**src/rtl/l2_write_buffer_if.sv**
```systemverilog
// l2_write_buffer_if: requester-side and physical-memory-side signals of the L2 write buffer
interface l2_write_buffer_if;
  logic [15:0]  mem_address;
  logic         mem_read;
  logic         mem_write;
  logic [127:0] mem_wdata;
  logic [127:0] mem_rdata;
  logic         mem_resp;
  logic [15:0]  pmem_address;
  logic         pmem_read;
  logic         pmem_write;
  logic [127:0] pmem_wdata;
  logic [127:0] pmem_rdata;
  logic         pmem_resp;
  modport slave (
    input  mem_address, mem_read, mem_write, mem_wdata, pmem_rdata, pmem_resp,
    output mem_rdata, mem_resp, pmem_address, pmem_read, pmem_write, pmem_wdata
  );
  modport master (
    output mem_address, mem_read, mem_write, mem_wdata, pmem_rdata, pmem_resp,
    input  mem_rdata, mem_resp, pmem_address, pmem_read, pmem_write, pmem_wdata
  );
endinterface

```
**src/rtl/l2_write_buffer.sv**
```systemverilog
// l2_write_buffer: one-line posted write buffer on the L2 side; define L2WB_FORWARD_EN to serve matching reads from the buffer
module l2_write_buffer (
  input logic clk,
  input logic reset,
  l2_write_buffer_if.slave bus
);
  localparam logic [1:0] IDLE  = 2'd0;
  localparam logic [1:0] DRAIN = 2'd1;
  localparam logic [1:0] FETCH = 2'd2;
  localparam logic [1:0] RESP  = 2'd3;
  logic [1:0]   state, state_n, rd_next;
  logic         valid, accept_wr, fwd;
  logic [11:0]  tag, line;
  logic [127:0] data, rd_reg;
  assign line      = bus.mem_address[15:4];
  assign accept_wr = state == IDLE && !bus.mem_read && bus.mem_write && !valid;
`ifdef L2WB_FORWARD_EN
  assign fwd     = state == IDLE && bus.mem_read && valid && tag == line;
  assign rd_next = fwd ? RESP : FETCH;
`else
  assign fwd     = 1'b0;
  assign rd_next = valid ? DRAIN : FETCH;
`endif
  // reads win over writes; a write or an idle cycle with a full buffer drains it first
  always_comb begin
    state_n = IDLE;
    if (state == IDLE) state_n = bus.mem_read ? rd_next : valid ? DRAIN : bus.mem_write ? RESP : IDLE;
    else if (state == DRAIN) state_n = bus.pmem_resp ? IDLE : DRAIN;
    else if (state == FETCH) state_n = bus.pmem_resp ? RESP : FETCH;
  end
  // state, buffered line and read register; reset discards any buffered line
  always_ff @(posedge clk) begin
    if (reset) begin
      state  <= IDLE;
      valid  <= 1'b0;
      rd_reg <= '0;
    end else begin
      state <= state_n;
      if (accept_wr) begin
        valid <= 1'b1;
        tag   <= line;
        data  <= bus.mem_wdata;
      end else if (state == DRAIN && bus.pmem_resp) valid <= 1'b0;
      if (state == FETCH && bus.pmem_resp) rd_reg <= bus.pmem_rdata;
      else if (fwd) rd_reg <= data;
    end
  end
  assign bus.mem_resp     = state == RESP;
  assign bus.mem_rdata    = rd_reg;
  assign bus.pmem_read    = state == FETCH;
  assign bus.pmem_write   = state == DRAIN;
  assign bus.pmem_address = {state == FETCH ? line : tag, 4'h0};
  assign bus.pmem_wdata   = data;
endmodule
```
**src/flat_wrapper.sv**
```systemverilog
// flat-port wrapper written by rule: the top's interface ports become plain ports
module l2_write_buffer_flat 
  (clk, reset, bus_mem_address, bus_mem_read, bus_mem_write, bus_mem_wdata, bus_pmem_rdata, bus_pmem_resp, bus_mem_rdata, bus_mem_resp, bus_pmem_address, bus_pmem_read, bus_pmem_write, bus_pmem_wdata);
  l2_write_buffer_if bus_i ();
  input logic clk;
  input logic reset;
  input wire logic [$bits(bus_i.mem_address)-1:0] bus_mem_address;
  input wire logic [$bits(bus_i.mem_read)-1:0] bus_mem_read;
  input wire logic [$bits(bus_i.mem_write)-1:0] bus_mem_write;
  input wire logic [$bits(bus_i.mem_wdata)-1:0] bus_mem_wdata;
  input wire logic [$bits(bus_i.pmem_rdata)-1:0] bus_pmem_rdata;
  input wire logic [$bits(bus_i.pmem_resp)-1:0] bus_pmem_resp;
  output wire logic [$bits(bus_i.mem_rdata)-1:0] bus_mem_rdata;
  output wire logic [$bits(bus_i.mem_resp)-1:0] bus_mem_resp;
  output wire logic [$bits(bus_i.pmem_address)-1:0] bus_pmem_address;
  output wire logic [$bits(bus_i.pmem_read)-1:0] bus_pmem_read;
  output wire logic [$bits(bus_i.pmem_write)-1:0] bus_pmem_write;
  output wire logic [$bits(bus_i.pmem_wdata)-1:0] bus_pmem_wdata;
  assign bus_i.mem_address = bus_mem_address;
  assign bus_i.mem_read = bus_mem_read;
  assign bus_i.mem_write = bus_mem_write;
  assign bus_i.mem_wdata = bus_mem_wdata;
  assign bus_i.pmem_rdata = bus_pmem_rdata;
  assign bus_i.pmem_resp = bus_pmem_resp;
  assign bus_mem_rdata = bus_i.mem_rdata;
  assign bus_mem_resp = bus_i.mem_resp;
  assign bus_pmem_address = bus_i.pmem_address;
  assign bus_pmem_read = bus_i.pmem_read;
  assign bus_pmem_write = bus_i.pmem_write;
  assign bus_pmem_wdata = bus_i.pmem_wdata;
  l2_write_buffer u_core (.clk(clk), .reset(reset), .bus(bus_i));
endmodule
```
**config.mk**
```make
export PLATFORM = sky130hd
export DESIGN_NAME = l2_write_buffer_flat
export DESIGN_NICKNAME = d
export VERILOG_FILES = /design/src/rtl/l2_write_buffer_if.sv /design/src/rtl/l2_write_buffer.sv /design/src/flat_wrapper.sv
export SDC_FILE = /design/constraint.sdc
export NUM_CORES = 1
export LEC_CHECK = 0
export CORE_AREA = 5 5 212 214
export CTS_BUF_LIST = sky130_fd_sc_hd__clkbuf_4
export CTS_CLUSTER_DIAMETER = 100
export DETAILED_ROUTE_END_ITERATION = 10
export DIE_AREA = 0 0 217 219
export GPL_TIMING_DRIVEN = 0
export PLACE_DENSITY = 0.66
export SLEW_MARGIN = 20
export SYNTH_ARGS = -nofsm -noshare
export SYNTH_HDL_FRONTEND = slang
export SYNTH_SLANG_ARGS = --single-unit
```
**constraint.sdc**
```tcl
create_clock -name clk -period 9.5 [get_ports clk]
set_input_delay 1.9 -clock clk [delete_from_list [all_inputs] [get_ports clk]]
set_output_delay 1.9 -clock clk [all_outputs]
set_load 0.02 [all_outputs]
```
==> results.py, run 1 <==
metrics = {
    "routing": {
        "wl_met2_um": 19800,
        "detail_route.wirelength_um": 40400,
        "drtIter0Drc": 287,
        "drc_errors": 0,
        "via_per_inst": 4.12,
        "ant_nets": 0,
        "wl_per_cell_um": 20.4,
        "wl_met1_um": 15000,
        "dr.pass1.iters": 4,
        "wl_met3_um": 3950,
        "highest_layer": "met5",
        "num_vias": 8154,
    },
    "synthesis": {
        "synth.avg_cell_area_um2": 14.0,
        "ys_seq_area_frac": 0.662,
        "synth_cell_type_count": 22,
        "synth_edf_count": 140,
        "synth_top_family_by_area": "simple AND/OR/NAND/NOR gates",
        "synth_simple_gate_area_frac": 0.162,
        "synth_ff_type": "edfxtp_1",
        "netlist_instances": 736,
        "synth_top_area_frac": 0.408,
        "synth_most_common_cell": "nand2b_1",
        "synth_compound_gate_area_share": 0.00364,
        "synthTopCellsByCount": "257 x nand2b_1, 140 x edfxtp_1, 131 x dfxtp_1",
        "synth.area.mux_share": 0.138,
        "synth-async-reset-ratio": 0,
        "syn_area_um2": 10300,
        "yosys-top-cells-area": "edfxtp_1 41%, dfxtp_1 25%, nand2b_1 16%",
        "synth_fa_ha_area_frac": 0,
        "synth_top_area_cell": "edfxtp_1",
        "synthXorXnorAreaFrac": 0,
        "ys_seq_elements": 271,
        "synth_warnings": 0,
    },
    "layout": {
        "fin_nets": 1646,
        "final_layout_size_suffix_gt1_frac": 0.117,
        "fillers": 4037,
        "area_growth_pct": 70.2,
    },
    "grt": {
        "grt_pass1_wl_um": 56800,
        "antenna_found_initial": 13,
        "grt_use_total": 0.162,
        "gr-total-overflow": 0,
        "grt_pass1_vias": 8650,
        "grt_max_degree": 30,
    },
    "setup_path": {
        "critPathArrivalTime_ps": 3150,
        "cp_slowest_stage_delay_ps": 550,
        "worst_setup_path_end_kind": "output port",
        "crit_end": "bus_pmem_address[9]",
        "crit_buf_inv": 2,
        "path_class": "primary input to output port",
        "r2r_cells": 6,
        "cpMostUsedCell": "clkdlybuf4s50_1",
        "crit_family": "buffers and inverters",
        "cp_slowest_cell": "clkdlybuf4s50_1",
        "crit_cells": 3,
        "timing.critical_path.from": "bus_mem_address[9]",
        "path_max_fanout": 2,
        "reg2reg_to": "u_core.bus.pmem_wdata[37]",
        "crit_required_ps": 7600,
        "r2r-start": "u_core.state[0]",
        "crit_path_start_kind": "primary input",
        "cp_cell_sequence": "clkdlybuf4s50_1 > mux2_2 > clkdlybuf4s50_1",
        "r2r_slack_ps": 6920,
    },
    "run": {
        "drv_cap": 0,
    },
    "outcome": {
        "status": "finished, final reports clean",
    },
    "power_and_ir_drop": {
        "total_leakage_power_uw": 0.00613,
        "p_clk_frac": 0.380,
        "p_switching_uw": 742,
        "internal_power_uw": 2100,
        "powerDensity_nw_per_um2": 162,
        "p_comb_frac": 0.161,
        "seq_power_share": 0.459,
        "ir_drop_mv": 0.0854,
        "swShare": 0.261,
    },
    "placement": {
        "dp_slack_ps": 4430,
        "dpl.hpwl_um": 31400,
        "gp_congestion": 0.810,
        "portBuffers": 542,
    },
    "sta": {
        "period_share": 0.532,
        "max_freq_mhz": 198,
        "finalSetupTns_ps": 0,
        "max_slew.worst_pin.slew_ps": 983,
        "setup_viol": 0,
        "slew_headroom": 0.344,
        "fin_hold_ws_ps": 473,
        "rsz0062_at_grt": "false",
        "fin_skew_ps": 56.8,
        "maxSlewViolCount": 0,
        "hold_violations": 0,
        "finalCriticalPeriod_ps": 5050,
        "fin_ws_ps": 4450,
    },
    "clocking": {
        "cts_root_buffer": "clkbuf_4",
        "cts-buffers-inserted": 81,
        "cts-resized-gates": 0,
        "clkSinkCount": 271,
        "htree_levels": 3,
        "clockBufferDepth": 3,
        "cts_setup_buffers": 0,
        "cts_tree": "done",
        "worstSkewPairLatency_ps": 770,
        "path_clk_slew_ps": 50,
        "holdBufCountCts": 0,
    },
    "floorplan": {
        "coreArea_um2": 42700,
        "die_x_um": 217,
        "io_pins": 552,
        "dieArea_um2": 47500,
        "dieHeight_um": 219,
        "start_util": 0.242,
        "rows": 76,
    },
    "hold_path": {
        "hp-class": "flop to flop",
    },
}
-- per-stage QoR --
step	std cells	utilization	total power [µW]	area (µm²)
2_1_floorplan	739	-	1530	10300
3_3_place_gp	1827	0.385	1790	16400
3_5_place_dp	1832	0.388	1790	16500
4_1_cts	1974	0.411	2910	17500
5_1_grt	1975	0.411	3000	17500
6_report	1979	0.411	2850	17500
-- registers in the layout, indices dropped and copies added (netlist names) --
signal / count
u_core.state: 2
u_core.valid: 1
u_core.tag: 12
u_core.bus.mem_rdata: 128
u_core.bus.pmem_wdata: 128
-- power groups by stage --
stage	combinational, µW	clock (µW)	sequential [µW]
final	458	1080	1310
after global routing	485	1200	1310
after CTS	466	1140	1310
after detailed placement	463	0	1330
after global placement	453	0	1340
after floorplan	138	0	1390
-- worst reg2reg max path: cells and delay by family (launching register included) --
family	cells	cell delay, ps
buffers and inverters	4	880
DFF	1	290
and+or+nand+nor	2	1130
-- routing by layer --
layer,vias up,global-route usage
li1,3830,-
met1,3823,0.170
met2,398,0.278
met3,89,0.0727
met4,14,0.0788
met5,-,0
-- how the worst min path moves through the flow --
stage                                          from                   endpoint  slack (ps)  cells after the start
after detailed placement  u_core.bus.mem_rdata[120]  u_core.bus.mem_rdata[120]         460                      2
after global routing       u_core.bus.mem_rdata[23]   u_core.bus.mem_rdata[23]         490                      2
after CTS                 u_core.bus.mem_rdata[104]  u_core.bus.mem_rdata[104]         470                      2
after floorplan                        u_core.valid               u_core.valid         480                      2
final                     u_core.bus.mem_rdata[116]  u_core.bus.mem_rdata[116]         470                      2
after global placement     u_core.bus.mem_rdata[55]   u_core.bus.mem_rdata[55]         460                      2
-- layout make-up --
cell class                 count  area (µm²)  area share
sequential                   271        6830       0.389
timing repair buffer         547        5530       0.315
multi-input combinational    416        3160       0.180
clock buffer                 116         871      0.0496
tap                          546         683      0.0389
buffer                        50         333      0.0190
clock inverter                26         118     0.00670
antenna                        5        12.5    0.000713
inverter                       2        7.51    0.000428
-- cell usage in the layout (no fill, tap or decap), drive strengths merged, types with 2 or more instances in the layout --
cell	n
conb	4
clkbuf	144
inv	5
and3b	2
diode	5
nor2b	3
edfxtp	140
mux2i	128
a211oi	2
nand2b	257
buf	27
clkdlybuf4s50	542
clkinvlp	2
mux2	13
clkinv	21
dfxtp	131
-- cell families (layout without fill, tap and decap cells) --
| family | count (synthesis) | after routing |
|---|---|---|
| AO/OA/AOI/OAI | 4 | 4 |
| other | 1 | 9 |
| flip-flops | 271 | 271 |
| buffers and inverters | 52 | 741 |
| AND/OR/NAND/NOR | 267 | 267 |
| multiplexers | 141 | 141 |
Power figures use the tool's default switching activity.
==> inputs of run 2 (changes only) <==
CORE_AREA = 5 5 210 212   (was 5 5 212 214)
DIE_AREA = 0 0 215 217   (was 0 0 217 219)
PLACE_DENSITY = 0.65   (was 0.66)
clock period = 5.03 ns   (was 9.5 ns; I/O delays follow)
==> run 2 against run 1 <==
Against the previous run: total power rose by 94%; global-route usage grew 0.21 points; clock skew shrank 6.6 ps; first-iteration DRC count up 37%; combinational power increased by 90%; die area shrank 1.8%; final cell count decreased by 0.81%; count of clock-buffer cells in the layout increased by 1; critical endpoint is now bus_pmem_address[12].
==> results.py, run 2 (same netlist as run 1, synthesis figures left out) <==
metrics = {
    "outcome": {
        "status": "finished, final reports clean",
    },
    "setup_path": {
        "crit_path_start_kind": "flop",
        "path_class": "flop to output port",
        "crit_required_ps": 4020,
        "worst_setup_path_end_kind": "output port",
        "critPathArrivalTime_ps": 2790,
        "path_max_fanout": 10,
        "timing.critical_path.from": "u_core.state[1]",
        "r2r-start": "u_core.state[1]",
    },
    "power_and_ir_drop": {
        "seq_power_share": 0.446,
        "p_switching_uw": 1400,
        "internal_power_uw": 4130,
        "p_comb_frac": 0.157,
        "ir_drop_mv": 0.133,
        "power_uw": 5530,
        "powerDensity_nw_per_um2": 314,
        "swShare": 0.253,
        "total_leakage_power_uw": 0.00618,
        "p_clk_frac": 0.397,
    },
    "routing": {
        "wl_per_cell_um": 20.3,
        "via_per_inst": 4.13,
        "dr.pass1.iters": 4,
        "drtIter0Drc": 394,
        "detail_route.wirelength_um": 39900,
        "num_vias": 8114,
        "ant_nets": 0,
        "drc_errors": 0,
    },
    "hold_path": {
        "hp-class": "flop to flop",
        "hold_path_startpoint": "u_core.bus.mem_rdata[36]",
    },
    "clocking": {
        "holdBufCountCts": 0,
        "path_clk_slew_ps": 60,
        "cts-resized-gates": 0,
        "worstSkewPairLatency_ps": 730,
        "cts_tree": "done",
        "clkSinkCount": 271,
        "cts-buffers-inserted": 78,
        "cts_setup_buffers": 0,
        "htree_levels": 3,
        "clockBufferDepth": 3,
        "cts_root_buffer": "clkbuf_4",
    },
    "placement": {
        "portBuffers": 542,
        "dpl.hpwl_um": 30800,
        "place_area_um2": 16600,
        "placedCellCount": 1826,
        "gp_congestion": 0.829,
    },
    "floorplan": {
        "rows": 75,
        "die_x_um": 215,
        "dieHeight_um": 217,
        "coreArea_um2": 41800,
        "start_util": 0.247,
        "dieArea_um2": 46700,
        "io_pins": 552,
    },
    "layout": {
        "final_cell_mix": "542 x clkdlybuf4s50_1, 257 x nand2b_1, 140 x edfxtp_1",
        "finalNonFillerCells": 1963,
        "fin_nets": 1644,
        "final_layout_size_suffix_gt1_frac": 0.120,
        "fillers": 3922,
        "area_growth_pct": 70.9,
        "final_util": 0.422,
        "fin_area_um2": 17600,
        "multi_input_area_um2": 3160,
        "register_area_um2": 6830,
        "final_common_cell": "clkdlybuf4s50_1",
    },
    "sta": {
        "period_share": 0.755,
        "finalCriticalPeriod_ps": 3800,
        "slew_headroom": 0.322,
        "maxSlewViolCount": 0,
        "max_slew.worst_pin.slew_ps": 1020,
        "setup_viol": 0,
        "fin_hold_ws_ps": 470,
        "hold_violations": 0,
        "rsz0062_at_grt": "false",
        "fin_skew_ps": 50.1,
        "max_freq_mhz": 263,
    },
    "grt": {
        "grt_use_total": 0.164,
        "grt_pass1_wl_um": 57600,
        "grt_pass1_vias": 8590,
        "antenna_found_initial": 6,
        "grt_max_degree": 29,
        "gr-total-overflow": 0,
    },
    "run": {
        "drv_cap": 0,
    },
}
run 2: stage by stage:
step,setup WS [ps],setup TNS (ps)
5_1_grt,1050,0
3_3_place_gp,-440,-60620
2_1_floorplan,774,0
4_1_cts,1060,0
3_5_place_dp,1620,0
6_report,1230,0
run 2: routing by layer:
metal | global-route usage | wire length [µm]
met3 | 0.0727 | 4010
met5 | 0 | 52
met4 | 0.0570 | 895
met1 | 0.182 | 15400
met2 | 0.283 | 19600
run 2: cell type report:
type,instances,share of cell area
diodes,3,0.000426
repair buffers,548,0.316
well taps,539,0.0383
clock buffers,117,0.0498
clock inverters,17,0.00909
inverters,2,0.000426
plain buffers,50,0.0189
flip-flops and latches,271,0.387
multi-input cells,416,0.179
run 2: power by group through the flow:
stage	logic, µW	clock network (µW)	registers, µW
2_1_floorplan	262	0	2620
3_3_place_gp	857	0	2510
3_5_place_dp	877	0	2510
4_1_cts	883	2310	2470
5_1_grt	917	2440	2480
6_report	868	2190	2470
run 2: critical path, cell delays in order, from the launching register on:
cell	delay, ps
dfxtp_1	560
nor2b_1	430
buf_6	220
mux2_2	350
clkdlybuf4s50_1	540
run 2: final timing paths:
| kind | endpoint | slack [ps] | cells past startpoint |
|---|---|---|---|
| setup / recovery | bus_pmem_address[12] | 1230 | 4 |
| hold reg to reg | u_core.bus.mem_rdata[36] | 470 | 2 |
| hold / removal | u_core.bus.mem_rdata[36] | 470 | 2 |
| setup reg to reg | u_core.bus.pmem_wdata[36] | 2590 | 5 |
